### src/rtl/control_register_bank_if.sv
// control_register_bank_if
//   Command and response streams of the CPU-side register bank.
//   cmd_in/cmd_in_stb/cmd_in_ack : 32-bit command words (header, then data)
//   rsp_out/rsp_out_stb/rsp_out_ack : 32-bit read data back to the CPU
//   master modport: the CPU side (main_0); slave modport: the register bank.
interface control_register_bank_if;
  logic [31:0] cmd_in;
  logic        cmd_in_stb;
  logic        cmd_in_ack;
  logic [31:0] rsp_out;
  logic        rsp_out_stb;
  logic        rsp_out_ack;

  modport master (
    output cmd_in, cmd_in_stb, rsp_out_ack,
    input  cmd_in_ack, rsp_out, rsp_out_stb
  );

  modport slave (
    input  cmd_in, cmd_in_stb, rsp_out_ack,
    output cmd_in_ack, rsp_out, rsp_out_stb
  );
endinterface

### src/rtl/control_register_bank.sv
// control_register_bank
//   NUM_REGS-entry register file in the clk_50 CPU domain, written and read
//   in bursts over a stb/ack command stream and a stb/ack response stream.
//   Ports:
//     clk, rst    : clock, synchronous active-high reset
//     bus         : command/response streams (control_register_bank_if.slave)
//     regs_out    : active register contents, reg i at [i*DATA_WIDTH +: DATA_WIDTH]
//     reg_update  : 1-cycle pulse when active reg i takes a new value
//     error_out   : sticky, set by any access to an address >= NUM_REGS
//     pps_in      : async GPS 1PPS, only when COMMIT_ON_PPS_EN is defined
//   Build option COMMIT_ON_PPS_EN: writes land in shadow registers and are
//   copied to the active set on the next synchronised rising edge of pps_in.
module control_register_bank #(
  parameter int          NUM_REGS    = 8,
  parameter int          ADDR_WIDTH  = 3,
  parameter int          DATA_WIDTH  = 32,
  parameter logic [31:0] RESET_VALUE = '0
) (
  input  logic                           clk,
  input  logic                           rst,
  control_register_bank_if.slave         bus,
  output logic [NUM_REGS*DATA_WIDTH-1:0] regs_out,
  output logic [NUM_REGS-1:0]            reg_update,
  output logic                           error_out
`ifdef COMMIT_ON_PPS_EN
  ,
  input  logic                           pps_in
`endif
);
  localparam logic [DATA_WIDTH-1:0] RV = RESET_VALUE[DATA_WIDTH-1:0];

  typedef enum logic [1:0] {IDLE, WRITE, READ} state_t;
  state_t state_q, state_d;

  logic [ADDR_WIDTH-1:0] addr_q, rd_addr;
  logic [7:0]            cnt_q;       // words remaining after the current one
  logic                  hdr_xfer, wr_xfer, rsp_xfer, rd_load;
  logic [NUM_REGS-1:0]   wr_match, rd_match;
  logic [DATA_WIDTH-1:0] act_q  [NUM_REGS];
  logic [DATA_WIDTH-1:0] rd_src [NUM_REGS];
  logic [DATA_WIDTH-1:0] wr_data;
  logic [31:0]           rd_data;

  assign wr_data = bus.cmd_in[DATA_WIDTH-1:0];

  // FSM state register
  always_ff @(posedge clk) begin
    if (rst) state_q <= IDLE;
    else     state_q <= state_d;
  end

  // FSM next state and strobes. rd_load fires when a new response word must
  // be fetched: on a read header, and on every ack except the last.
  always_comb begin
    state_d        = state_q;
    bus.cmd_in_ack = 1'b0;
    hdr_xfer       = 1'b0;
    wr_xfer        = 1'b0;
    rsp_xfer       = 1'b0;
    rd_load        = 1'b0;
    rd_addr        = addr_q;
    case (state_q)
      IDLE: begin
        bus.cmd_in_ack = 1'b1;
        rd_addr        = bus.cmd_in[ADDR_WIDTH-1:0];
        if (bus.cmd_in_stb) begin
          hdr_xfer = 1'b1;
          if (bus.cmd_in[31]) state_d = WRITE;
          else begin
            state_d = READ;
            rd_load = 1'b1;
          end
        end
      end
      WRITE: begin
        bus.cmd_in_ack = 1'b1;
        if (bus.cmd_in_stb) begin
          wr_xfer = 1'b1;
          if (cnt_q == 8'd0) state_d = IDLE;
        end
      end
      READ: begin
        if (bus.rsp_out_stb && bus.rsp_out_ack) begin
          rsp_xfer = 1'b1;
          if (cnt_q == 8'd0) state_d = IDLE;
          else               rd_load = 1'b1;
        end
      end
      default: state_d = IDLE;
    endcase
  end

  // Address decode; addresses >= NUM_REGS match nothing.
  always_comb begin
    wr_match = '0;
    rd_match = '0;
    rd_data  = '0;
    for (int i = 0; i < NUM_REGS; i++) begin
      wr_match[i] = (addr_q  == ADDR_WIDTH'(i));
      rd_match[i] = (rd_addr == ADDR_WIDTH'(i));
      if (rd_match[i]) rd_data = 32'(rd_src[i]);
    end
  end

  // Burst bookkeeping, response register and error flag
  always_ff @(posedge clk) begin
    if (rst) begin
      addr_q          <= '0;
      cnt_q           <= '0;
      bus.rsp_out     <= '0;
      bus.rsp_out_stb <= 1'b0;
      error_out       <= 1'b0;
    end else begin
      if (hdr_xfer) begin
        cnt_q  <= bus.cmd_in[23:16];
        // a read header already fetches its first word, so point past it
        addr_q <= bus.cmd_in[31] ? bus.cmd_in[ADDR_WIDTH-1:0]
                                 : bus.cmd_in[ADDR_WIDTH-1:0] + ADDR_WIDTH'(1);
      end else if (wr_xfer || rd_load) begin
        addr_q <= addr_q + ADDR_WIDTH'(1);
        cnt_q  <= cnt_q - 8'd1;
      end
      if (rd_load) begin
        bus.rsp_out     <= rd_data;
        bus.rsp_out_stb <= 1'b1;
      end else if (rsp_xfer) begin
        bus.rsp_out_stb <= 1'b0;
      end
      if ((wr_xfer && !(|wr_match)) || (rd_load && !(|rd_match)))
        error_out <= 1'b1;
    end
  end

`ifdef COMMIT_ON_PPS_EN
  logic [DATA_WIDTH-1:0] shd_q [NUM_REGS];
  logic [NUM_REGS-1:0]   pend_q;
  logic [2:0]            pps_q;       // [1:0] synchroniser, [2] edge-detect history
  logic                  commit;

  assign commit = pps_q[1] & ~pps_q[2];

  // Commit copies the pre-edge shadow; a write on the commit cycle therefore
  // stays pending for the next PPS.
  always_ff @(posedge clk) begin
    if (rst) begin
      for (int i = 0; i < NUM_REGS; i++) begin
        act_q[i] <= RV;
        shd_q[i] <= RV;
      end
      pend_q     <= '0;
      pps_q      <= '0;
      reg_update <= '0;
    end else begin
      pps_q      <= {pps_q[1:0], pps_in};
      reg_update <= commit ? pend_q : '0;
      for (int i = 0; i < NUM_REGS; i++) begin
        if (commit && pend_q[i]) act_q[i] <= shd_q[i];
        if (wr_xfer && wr_match[i]) begin
          shd_q[i]  <= wr_data;
          pend_q[i] <= 1'b1;
        end else if (commit) begin
          pend_q[i] <= 1'b0;
        end
      end
    end
  end

  always_comb rd_src = shd_q;
`else
  always_ff @(posedge clk) begin
    if (rst) begin
      for (int i = 0; i < NUM_REGS; i++) act_q[i] <= RV;
      reg_update <= '0;
    end else begin
      reg_update <= wr_xfer ? wr_match : '0;
      for (int i = 0; i < NUM_REGS; i++)
        if (wr_xfer && wr_match[i]) act_q[i] <= wr_data;
    end
  end

  always_comb rd_src = act_q;
`endif

  for (genvar g = 0; g < NUM_REGS; g++) begin : g_out
    assign regs_out[g*DATA_WIDTH +: DATA_WIDTH] = act_q[g];
  end
endmodule

### src/flat_wrapper.sv
// flat-port wrapper written by rule: the top's interface ports become plain ports
module control_register_bank_flat 
#(
  parameter int          NUM_REGS    = 8,
  parameter int          ADDR_WIDTH  = 3,
  parameter int          DATA_WIDTH  = 32,
  parameter logic [31:0] RESET_VALUE = '0
)
  (clk, rst, regs_out, reg_update, error_out, bus_cmd_in, bus_cmd_in_stb, bus_rsp_out_ack, bus_cmd_in_ack, bus_rsp_out, bus_rsp_out_stb);
  control_register_bank_if bus_i ();
  input  logic clk;
  input  logic rst;
  output logic [NUM_REGS*DATA_WIDTH-1:0] regs_out;
  output logic [NUM_REGS-1:0] reg_update;
  output logic error_out;
  input wire logic [$bits(bus_i.cmd_in)-1:0] bus_cmd_in;
  input wire logic [$bits(bus_i.cmd_in_stb)-1:0] bus_cmd_in_stb;
  input wire logic [$bits(bus_i.rsp_out_ack)-1:0] bus_rsp_out_ack;
  output wire logic [$bits(bus_i.cmd_in_ack)-1:0] bus_cmd_in_ack;
  output wire logic [$bits(bus_i.rsp_out)-1:0] bus_rsp_out;
  output wire logic [$bits(bus_i.rsp_out_stb)-1:0] bus_rsp_out_stb;
  assign bus_i.cmd_in = bus_cmd_in;
  assign bus_i.cmd_in_stb = bus_cmd_in_stb;
  assign bus_i.rsp_out_ack = bus_rsp_out_ack;
  assign bus_cmd_in_ack = bus_i.cmd_in_ack;
  assign bus_rsp_out = bus_i.rsp_out;
  assign bus_rsp_out_stb = bus_i.rsp_out_stb;
  control_register_bank #(.NUM_REGS(NUM_REGS), .ADDR_WIDTH(ADDR_WIDTH), .DATA_WIDTH(DATA_WIDTH), .RESET_VALUE(RESET_VALUE)) u_core (.clk(clk), .rst(rst), .bus(bus_i), .regs_out(regs_out), .reg_update(reg_update), .error_out(error_out));
endmodule
### config.mk
export PLATFORM = sky130hd
export DESIGN_NAME = control_register_bank_flat
export DESIGN_NICKNAME = d
export VERILOG_FILES = /design/src/rtl/control_register_bank_if.sv /design/src/rtl/control_register_bank.sv /design/src/flat_wrapper.sv
export SDC_FILE = /design/constraint.sdc
export NUM_CORES = 1
export LEC_CHECK = 0
export BUFFER_PORTS_ARGS = -buffer_cell sky130_fd_sc_hd__buf_2
export CORE_MARGIN = 5
export CORE_UTILIZATION = 44
export DETAILED_ROUTE_END_ITERATION = 10
export PLACE_DENSITY = 0.78
export SETUP_SLACK_MARGIN = 0.5
export SYNTH_ARGS = -nofsm -noshare
export SYNTH_HDL_FRONTEND = slang
export SYNTH_SLANG_ARGS = --single-unit
### constraint.sdc
create_clock -name clk -period 2.3 [get_ports clk]
set_input_delay 0.575 -clock clk [delete_from_list [all_inputs] [get_ports clk]]
set_output_delay 0.575 -clock clk [all_outputs]
set_load 0.005 [all_outputs]
======== Word-level counts from Yosys, hierarchy flattened ========
Index checks and enable logic that the tools add are counted.
cells by class
  $add $sub $neg .......................... 3
  equal/unequal tests ..................... 19
  muxes and demuxes ....................... 33
  bitwise operators ....................... 1
  reduce and logical (&&, ||, !) cells .... 26
operator list
  cell                   count
  $mux W32               8
  $eq A3 B3 Y1 const B   8
  $mux W8                2
  $reduce_or A8 Y1       2
  $eq A3 B2 Y1 const B   4
  $mux W1                12
  $mux W3                4
  $logic_and A1 B1 Y1    11
  $mux W2                5
  $logic_not A8 Y1       1
  $sub A8 B1 Y8 const B  1
  $add A3 B1 Y3 const B  2
  $eq A3 B1 Y1 const B   2
  $logic_not A3 Y1       2
  $pmux W2 S3            1
  $ne A2 B2 Y1 const B   2
  $reduce_bool A2 Y1     2
  $reduce_or A2 Y1       2
  $reduce_and A3 Y1      1
  $eq A2 B1 Y1 const B   1
  $eq A2 B2 Y1 const B   1
  $logic_not A1 Y1       2
  $logic_not A2 Y1       1
  $logic_or A1 B1 Y1     2
  3 further kinds        3
storage, ports and cells
  register bits ........................... 311
  bits of input ports ..................... 36
  output and inout port bits .............. 299
  word-level logic and storage cells ...... 97

======== Logic depth before layout (Yosys ltp) ========
Gate-level depths: netlist (run 1).
  depth in word-level cells ............... 11
  depth in mapped cells ................... 10
  depth with buffers taken out ............ 7

======== Worst setup path after synthesis (run 1) ========
OpenSTA, ideal clock, no wires.
  path kind ............................... register to register
  start ................................... register u_core.state_q[0]
  end ..................................... register u_core.bus.rsp_out[30]
  setup time .............................. 0.117 ns
  data arrival time ....................... 1.894 ns
  required time ........................... 2.183 ns
  path slack .............................. 0.288 ns
  cell stages (with the launch flop) ...... 10
  path buffers ............................ 3
  period minus slack after synthesis ...... 2.012 ns
  cell sequence ........................... dfxtp_1 inv_1 ha_1 buf_4 mux2i_2 buf_4 buf_4 mux2i_1 a22oi_1 a32o_1
on the way
  cells in the longest elaborated chain, start to end .. 11
  elaborated cells on any way between the ends .. 20
  classes of those cells .................. eq/ne: 8; mux: 10; reduce/logical: 2
ends and longest elaborated chain
  item                    RTL line                        source
  start, declared         control_register_bank.sv:33     state_t state_q, state_d;
  start signal, assigned  control_register_bank.sv:49     else state_q <= state_d;
  $logic_not A2 Y1        control_register_bank.sv:62     case (state_q)
  $mux W3                 control_register_bank.sv:62
  $logic_not A3 Y1        control_register_bank.sv:100    rd_match[i] = (rd_addr == ADDR_WIDTH'(i));
  $mux W32 (8 in series)  control_register_bank.sv:101    if (rd_match[i]) rd_data = 32'(rd_src[i]);
  end signal, assigned    control_register_bank.sv:124    bus.rsp_out <= rd_data;
  end, declared           control_register_bank_if.sv:21  output cmd_in_ack, rsp_out, rsp_out_stb
Parallel ways exist; a longest one is shown, timed or not.
A chain may end at the register's enable or synchronous reset.

======== Worst setup path in the final report (run 1) ========
  start ................................... register u_core.state_q[0]
  end ..................................... register u_core.bus.rsp_out[29]
Same word-level chain as after synthesis.

==> results.sh, run 1 <==
export IMPL_drc=0
export IMPL_met3_length_um=7570
export IMPL_synth_top_area_share_pct=47.2
export IMPL_synth_top_area_cell="dfxtp_1"
export IMPL_synthTopCellsByArea="dfxtp_1, nand2_1, a21oi_1"
export IMPL_start_util_pct=44.5
export IMPL_final_cell_mix="nand2_1, buf_2, dfxtp_1, a21oi_1, mux2i_1"
export IMPL_final_nets=2043
export IMPL_rsz0062_at_grt="yes"
export IMPL_synth_cell_types=44
export IMPL_fillers=2360
export IMPL_core_mm2=0.0296
export IMPL_rr_worst_depth=12
export IMPL_holdWs_ns=0.343
export IMPL_synth_compound_area_share_pct=18.0
export IMPL_layout_commonest_cell="nand2_1"
export IMPL_switching_share_pct=33.1
export IMPL_status="finished, final reports clean"
export IMPL_ys_ff_latch=311
export IMPL_overflow=0
export IMPL_r2r_start="u_core.state_q[0]"
export IMPL_hpwl_um=34300
export IMPL_routed_wirelength_um=60300
export IMPL_antenna_found_initial=0
export IMPL_synth_area_per_cell_um2=8.12
export IMPL_critical_path_slowest_cell="dfxtp_4"
export IMPL_internal_power_mw=12.8
export IMPL_maxCapViolations=0
export IMPL_insertion_delay_ns=0.54
export IMPL_vias_per_cell=5.94
export IMPL_dominantRegCellSynth="dfxtp_1"
export IMPL_ir_worst_vdd_v=0.000585
export IMPL_critPathBufInv=7
export IMPL_synth_area_mm2=0.0132
export IMPL_drive_above_1_share_pct=32.2
export IMPL_clkTransAtPathRegs_ns=0.06
export IMPL_synthMuxAreaShare_pct=9.94
export IMPL_grt_pass1_wl_um=78900
export IMPL_ff2ff_setup_slack_ns=0.04
export IMPL_finalPower_mw=19.1
export IMPL_power_frac_seq_pct=31.3
export IMPL_cpPeakStageDelay_ns=0.39
export IMPL_period_share_pct=98.3
export IMPL_dr_pass1_iters=5
export IMPL_grt_use_total_pct=29.9
export IMPL_end_kind="register"
export IMPL_holdBufCountCts=0
export IMPL_grt_pass1_vias=13400
export IMPL_postSynthNetCount=1672
export IMPL_postSynth_asyncResetShare_pct=0
export IMPL_die_width_um=183
export IMPL_synth_adder_area_share_pct=1.23
export IMPL_slew_headroom_pct=55.5
export IMPL_setup_viol_count_final=0
export IMPL_ant_nets=0
export IMPL_clock_power_share_pct=30.4
export IMPL_drtIter0Drc=1646
export IMPL_clk_path_buf_depth=3
export IMPL_wl_met1_um=21500
export IMPL_worstPathArrival_ns=2.73
export IMPL_synth_top_family_by_area="compound AO/OA/AOI/OAI gates"
export IMPL_hold_path_end="u_core.regs_out[163]"
export IMPL_combPwrFrac_pct=38.3
export IMPL_synthToLayoutAreaGrowth_pct=42.5
export IMPL_synthCells=1623
export IMPL_cts_buffers=35
export IMPL_r2r_end="u_core.bus.rsp_out[29]"
export IMPL_h_tree_depth=2
export IMPL_grt_max_degree=150
export IMPL_clock_sinks=311
export IMPL_io_pins=335
export IMPL_switching_power_mw=6.32
export IMPL_worst_pin_slew_ns=0.667
export IMPL_worst_path_most_repeated_cell="buf_6"
export IMPL_leakage_nw=7.98
export IMPL_crit_chain="inv_4 -> ha_4 -> buf_4 -> buf_6 -> buf_4 -> mux2i_4 -> buf_6 -> nor2_4 -> buf_6 -> clkbuf_16 -> a22oi_2 -> a32o_1"
export IMPL_die_area_mm2=0.0335
export IMPL_hold_class="in2reg"
export IMPL_cts_tree="built"
export IMPL_post_route_min_period_ns=2.26
export IMPL_ctsRootBufferMaster="clkbuf_16"
export IMPL_synth_simple_gate_area_share_pct=17.9
export IMPL_synth_enable_flop_cells=0
export IMPL_finalHoldViolCount=0
export IMPL_gp_congestion=0.872
export IMPL_ys_seq_area_share_pct=47.2
export IMPL_setup_tns_ns=0
export IMPL_finalMaxSlewViolations=0
export IMPL_critical_path_top_delay_family="buffers and inverters"
export IMPL_cp_max_fo=6
export IMPL_critPathRequiredTime_ns=2.77
export IMPL_num_rows=63
export IMPL_fmax_mhz=442
export IMPL_clock_skew_ns=0.0247
export IMPL_die_y_um=183
export IMPL_vias=14300
export IMPL_powerDensity_mw_per_mm2=1020
export IMPL_synth_xor_area_share_pct=0.133
export IMPL_min_path_cells=3
export IMPL_top_layer_used="met4"
export IMPL_wl_per_cell_um=25.0
export IMPL_io_buffer_count=334
export IMPL_hp_start="bus_cmd_in[3]"
export IMPL_crit_path_start_kind="register"
export IMPL_yosysWarningCount=0
export IMPL_wl_met2_um=27400
export IMPL_worstSetupPathType="reg2reg"
-- cells by family (layout without fill, tap and decap cells) --
| kind of cell | count (synthesis) | after routing |
|---|---|---|
| muxes | 129 | 129 |
| buffers and inverters | 165 | 558 |
| adders and majority gates | 13 | 13 |
| DFF | 311 | 311 |
| xor gates and xnor gates | 2 | 2 |
| other | 0 | 1 |
| and+or+nand+nor | 602 | 606 |
| AOI/OAI and AO/OA | 401 | 401 |
-- routing by layer --
layer | up-vias | track usage [%]
met2 | 1050 | 49.6
met3 | 271 | 8.61
met1 | 6745 | 35.6
met4 | 0 | 14.6
li1 | 6246 | -
met5 | - | 0
-- power by group through the flow --
stage	registers, mW	clock network (mW)	logic, mW
2_1_floorplan	6.01	0	3.13
3_3_place_gp	6.04	0	4.43
3_5_place_dp	6.05	0	4.55
4_1_cts	5.95	5.82	6.20
5_1_grt	6.00	6.06	7.54
6_report	5.98	5.81	7.31
-- through the flow --
stage               utilization (%)  worst slack, ns  cell area [um2]  instances
floorplan                         -            0.432            13300       1623
global placement               52.1            0.153            15400       2251
detailed placement             52.1           0.0221            15400       2251
CTS                            59.7            0.133            17700       2367
global route                   63.4           0.0377            18800       2410
finish                         63.4           0.0399            18800       2411
-- state kept, by name, indices dropped and copies added (netlist names) --
register	cells
u_core.reg_update	8
u_core.bus.rsp_out	32
u_core.bus.rsp_out_stb	1
u_core.regs_out	256
u_core.addr_q	3
u_core.error_out	1
u_core.state_q	2
u_core.cnt_q	8
-- how the worst max path moves through the flow --
stage | cells past startpoint | slack, ns | end | startpoint
2_1_floorplan | 9 | 0.43 | u_core.bus.rsp_out[30] | u_core.state_q[1]
3_3_place_gp | 7 | 0.15 | u_core.bus.rsp_out[29] | bus_cmd_in[0]
3_5_place_dp | 8 | 0.02 | u_core.bus.rsp_out[29] | u_core.state_q[1]
4_1_cts | 5 | 0.13 | bus_cmd_in_ack | u_core.state_q[1]
5_1_grt | 11 | 0.04 | u_core.bus.rsp_out[22] | u_core.state_q[0]
6_report | 12 | 0.04 | u_core.bus.rsp_out[29] | u_core.state_q[0]
-- cells in the mapped netlist, types with 5 or more instances --
| master | n |
|---|---|
| nand2_1 | 533 |
| dfxtp_1 | 311 |
| a21oi_1 | 272 |
| mux2i_1 | 125 |
| clkbuf_1 | 103 |
| a22oi_1 | 60 |
| nor2_1 | 33 |
| a32o_1 | 29 |
| buf_2 | 23 |
| clkbuf_2 | 18 |
| ha_1 | 13 |
| o21ai_0 | 12 |
| buf_4 | 11 |
| nand3_1 | 9 |
| inv_1 | 7 |
| and2_1 | 5 |
| and3_1 | 5 |
| nand2b_1 | 5 |
-- area by class of cell --
class / count / area, um2 / share of cell area, %
clock inverters: 13 / 164 / 0.873
flip-flops and latches: 311 / 6230 / 33.2
diodes: 1 / 2.50 / 0.0133
repair buffers: 488 / 4030 / 21.5
multi-input cells: 1151 / 6780 / 36.1
inverters: 7 / 31.3 / 0.167
clock buffers: 50 / 1050 / 5.60
well taps: 390 / 488 / 2.60
-- worst register-to-register path: stages, from the launching register on --
cell and delay, ns:
dfxtp_4 0.39, inv_4 0.05, ha_4 0.18, buf_4 0.14
buf_6 0.11, buf_4 0.13, mux2i_4 0.22, buf_6 0.15
nor2_4 0.04, buf_6 0.14, clkbuf_16 0.19, a22oi_2 0.24
a32o_1 0.20
-- what timing repair did --
action / CTS / global route
buffers inserted: 38 / 20
endpoints found under the hold margin: 0 / 0
pin swaps: 59 / 46
endpoints found under the setup margin: 283 / 261
gates cloned: 15 / 23
gates resized for setup: 100 / 97
(Power assumes the default switching activity.)
==> inputs of run 2 (changes only) <==
--- a/config.mk
+++ b/config.mk
@@ -9,7 +9,7 @@
 export CORE_MARGIN = 5
 export CORE_UTILIZATION = 44
 export DETAILED_ROUTE_END_ITERATION = 10
-export PLACE_DENSITY = 0.78
+export PLACE_DENSITY = 0.68
 export SETUP_SLACK_MARGIN = 0.5
 export SYNTH_ARGS = -nofsm -noshare
 export SYNTH_HDL_FRONTEND = slang
==> constraint.sdc (replaced) <==
create_clock -name clk -period 2.85 [get_ports clk]
set_input_delay 0.7125 -clock clk [delete_from_list [all_inputs] [get_ports clk]]
set_output_delay 0.7125 -clock clk [all_outputs]
set_load 0.005 [all_outputs]
==> run 2 against run 1 <==
Non-clock buffer count decreased by 95. Critical path depth decreased by 8. Via count decreased by 8.5%. Clock-buffer cell count increased by 5. Critical path type is now reg2out. Global-route usage decreased by 0.97 points. Routed wire length decreased by 14%. First-iteration DRC count decreased by 32%. Utilization decreased by 7.0 points. Sequential share of layout area increased by 4.1 points. Register-to-register slack improved by 0.51 ns. Cell count decreased by 4.1%.
==> results.sh, run 2 (synthesis results as in run 1) <==
export IMPL_vias_per_cell=5.66
export IMPL_antenna_found_initial=2
export IMPL_hpwl_um=35300
export IMPL_grt_max_degree=131
export IMPL_clk_path_buf_depth=3
export IMPL_vias=13100
export IMPL_rsz0062_at_grt="yes"
export IMPL_num_rows=63
export IMPL_critical_path_top_delay_family="flip-flops"
export IMPL_switching_share_pct=31.2
export IMPL_status="finished, final reports clean"
export IMPL_die_y_um=183
export IMPL_final_nets=1945
export IMPL_maxCapViolations=0
export IMPL_clock_skew_ns=0.0193
export IMPL_grt_pass1_vias=12400
export IMPL_clock_sinks=311
export IMPL_final_cell_mix="nand2_1, buf_2, dfxtp_1, a21oi_1, mux2i_1"
export IMPL_cts_tree="built"
export IMPL_powerDensity_mw_per_mm2=794
export IMPL_setup_tns_ns=0
export IMPL_post_route_min_period_ns=2.30
export IMPL_core_mm2=0.0296
export IMPL_largest_reg_flops=256
export IMPL_setup_viol_count_final=0
export IMPL_die_area_mm2=0.0335
export IMPL_leakage_nw=7.10
export IMPL_ir_worst_vdd_v=0.000457
export IMPL_power_frac_seq_pct=36.3
export IMPL_hold_class="reg2reg"
export IMPL_critPathRequiredTime_ns=2.14
export IMPL_critical_path_slowest_cell="dfxtp_1"
export IMPL_h_tree_depth=2
export IMPL_insertion_delay_ns=0.52
export IMPL_drtIter0Drc=1125
export IMPL_clock_power_share_pct=35.6
export IMPL_drive_above_1_share_pct=24.8
export IMPL_end_kind="primary output"
export IMPL_finalPower_mw=13.3
export IMPL_clkTransAtPathRegs_ns=0.06
export IMPL_cpPeakStageDelay_ns=0.37
export IMPL_worstSetupPathType="reg2out"
export IMPL_worstPathArrival_ns=1.59
export IMPL_cp_max_fo=3
export IMPL_dr_pass1_iters=5
export IMPL_start_util_pct=44.5
export IMPL_period_share_pct=80.8
export IMPL_ant_nets=0
export IMPL_drc=0
export IMPL_synthToLayoutAreaGrowth_pct=26.7
export IMPL_gp_congestion=0.934
export IMPL_internal_power_mw=9.12
export IMPL_holdWs_ns=0.466
export IMPL_crit_chain="inv_2 -> ha_2 -> or2_2 -> buf_2"
export IMPL_io_pins=335
export IMPL_io_buffer_count=334
export IMPL_crit_path_start_kind="register"
export IMPL_grt_pass1_wl_um=75800
export IMPL_finalMaxSlewViolations=0
export IMPL_combPwrFrac_pct=28.1
export IMPL_overflow=0
export IMPL_cts_buffers=35
export IMPL_worst_pin_slew_ns=0.678
export IMPL_layout_commonest_cell="nand2_1"
export IMPL_switching_power_mw=4.14
export IMPL_routed_wirelength_um=51700
export IMPL_critPathBufInv=2
export IMPL_fmax_mhz=434
export IMPL_holdBufCountCts=0
export IMPL_finalHoldViolCount=0
export IMPL_wl_per_cell_um=22.4
export IMPL_slew_headroom_pct=54.7
export IMPL_ctsRootBufferMaster="clkbuf_16"
export IMPL_die_width_um=183
export IMPL_grt_use_total_pct=29.0
run 2: changes by cell type in the layout (fill, tap and decap cells not counted), moves of 10 or more:
cell       previous run  this run
a22oi_1              46        60
a22oi_2              14         0
buf_12               39        21
buf_16               12         0
buf_4                49        37
buf_6                29         0
buf_8                10         0
clkbuf_16            51        37
mux2i_1             107       124
mux2i_2              11         1
run 2: cell type report:
type	instances	area [um2]
flip-flops and latches	311	6230
repair buffers	393	2410
multi-input cells	1148	6350
fillers	2743	12900
clock inverters	7	135
inverters	7	26.3
well taps	390	488
diodes	1	2.50
clock buffers	55	1060
run 2: power groups by stage:
stage               clock, mW  combinational (mW)  sequential [mW]
detailed placement          0                3.48             4.90
CTS                      4.73                3.62             4.80
floorplan                   0                2.36             4.85
global placement            0                3.42             4.89
finish                   4.72                3.73             4.81
global route             4.94                3.97             4.83
run 2: stage by stage:
stage | area, um2 | setup slack, ns | util (%) | instances
6_report | 16700 | 0.547 | 56.3 | 2312
4_1_cts | 16600 | 0.504 | 55.9 | 2301
5_1_grt | 16700 | 0.458 | 56.3 | 2312
2_1_floorplan | 13200 | 0.709 | - | 1623
3_3_place_gp | 15300 | 0.298 | 51.6 | 2236
3_5_place_dp | 15300 | 0.142 | 51.6 | 2236
run 2: per-layer routing:
layer | vias up | part of all wire, % | global-route usage [%]
met2 | 723 | 48 | 50.0
met4 | 2 | 3.8 | 9.54
li1 | 6038 | - | -
met1 | 6222 | 37 | 34.9
met5 | - | 0.014 | 0
met3 | 109 | 11 | 8.05
run 2: what timing repair did:
item	CTS	global route
gates resized for setup	10	5
hold endpoints to repair	0	0
gates cloned	1	1
pin swaps	0	2
endpoints found under the setup margin	33	64
setup buffers	2	9
run 2: worst min-delay path, cell delays in order, from the launching register on:
cell	delay, ns
dfxtp_1	0.32
nand2_1	0.05
a21oi_1	0.05
run 2: worst paths after layout:
kind,from,end,slack (ns),cells after the start
setup / recovery,u_core.state_q[1],bus_cmd_in_ack,0.55,4
hold / removal,u_core.regs_out[172],u_core.regs_out[172],0.47,2
setup reg to reg,u_core.state_q[0],u_core.bus.rsp_out[31],0.55,8
hold reg to reg,u_core.regs_out[172],u_core.regs_out[172],0.47,2
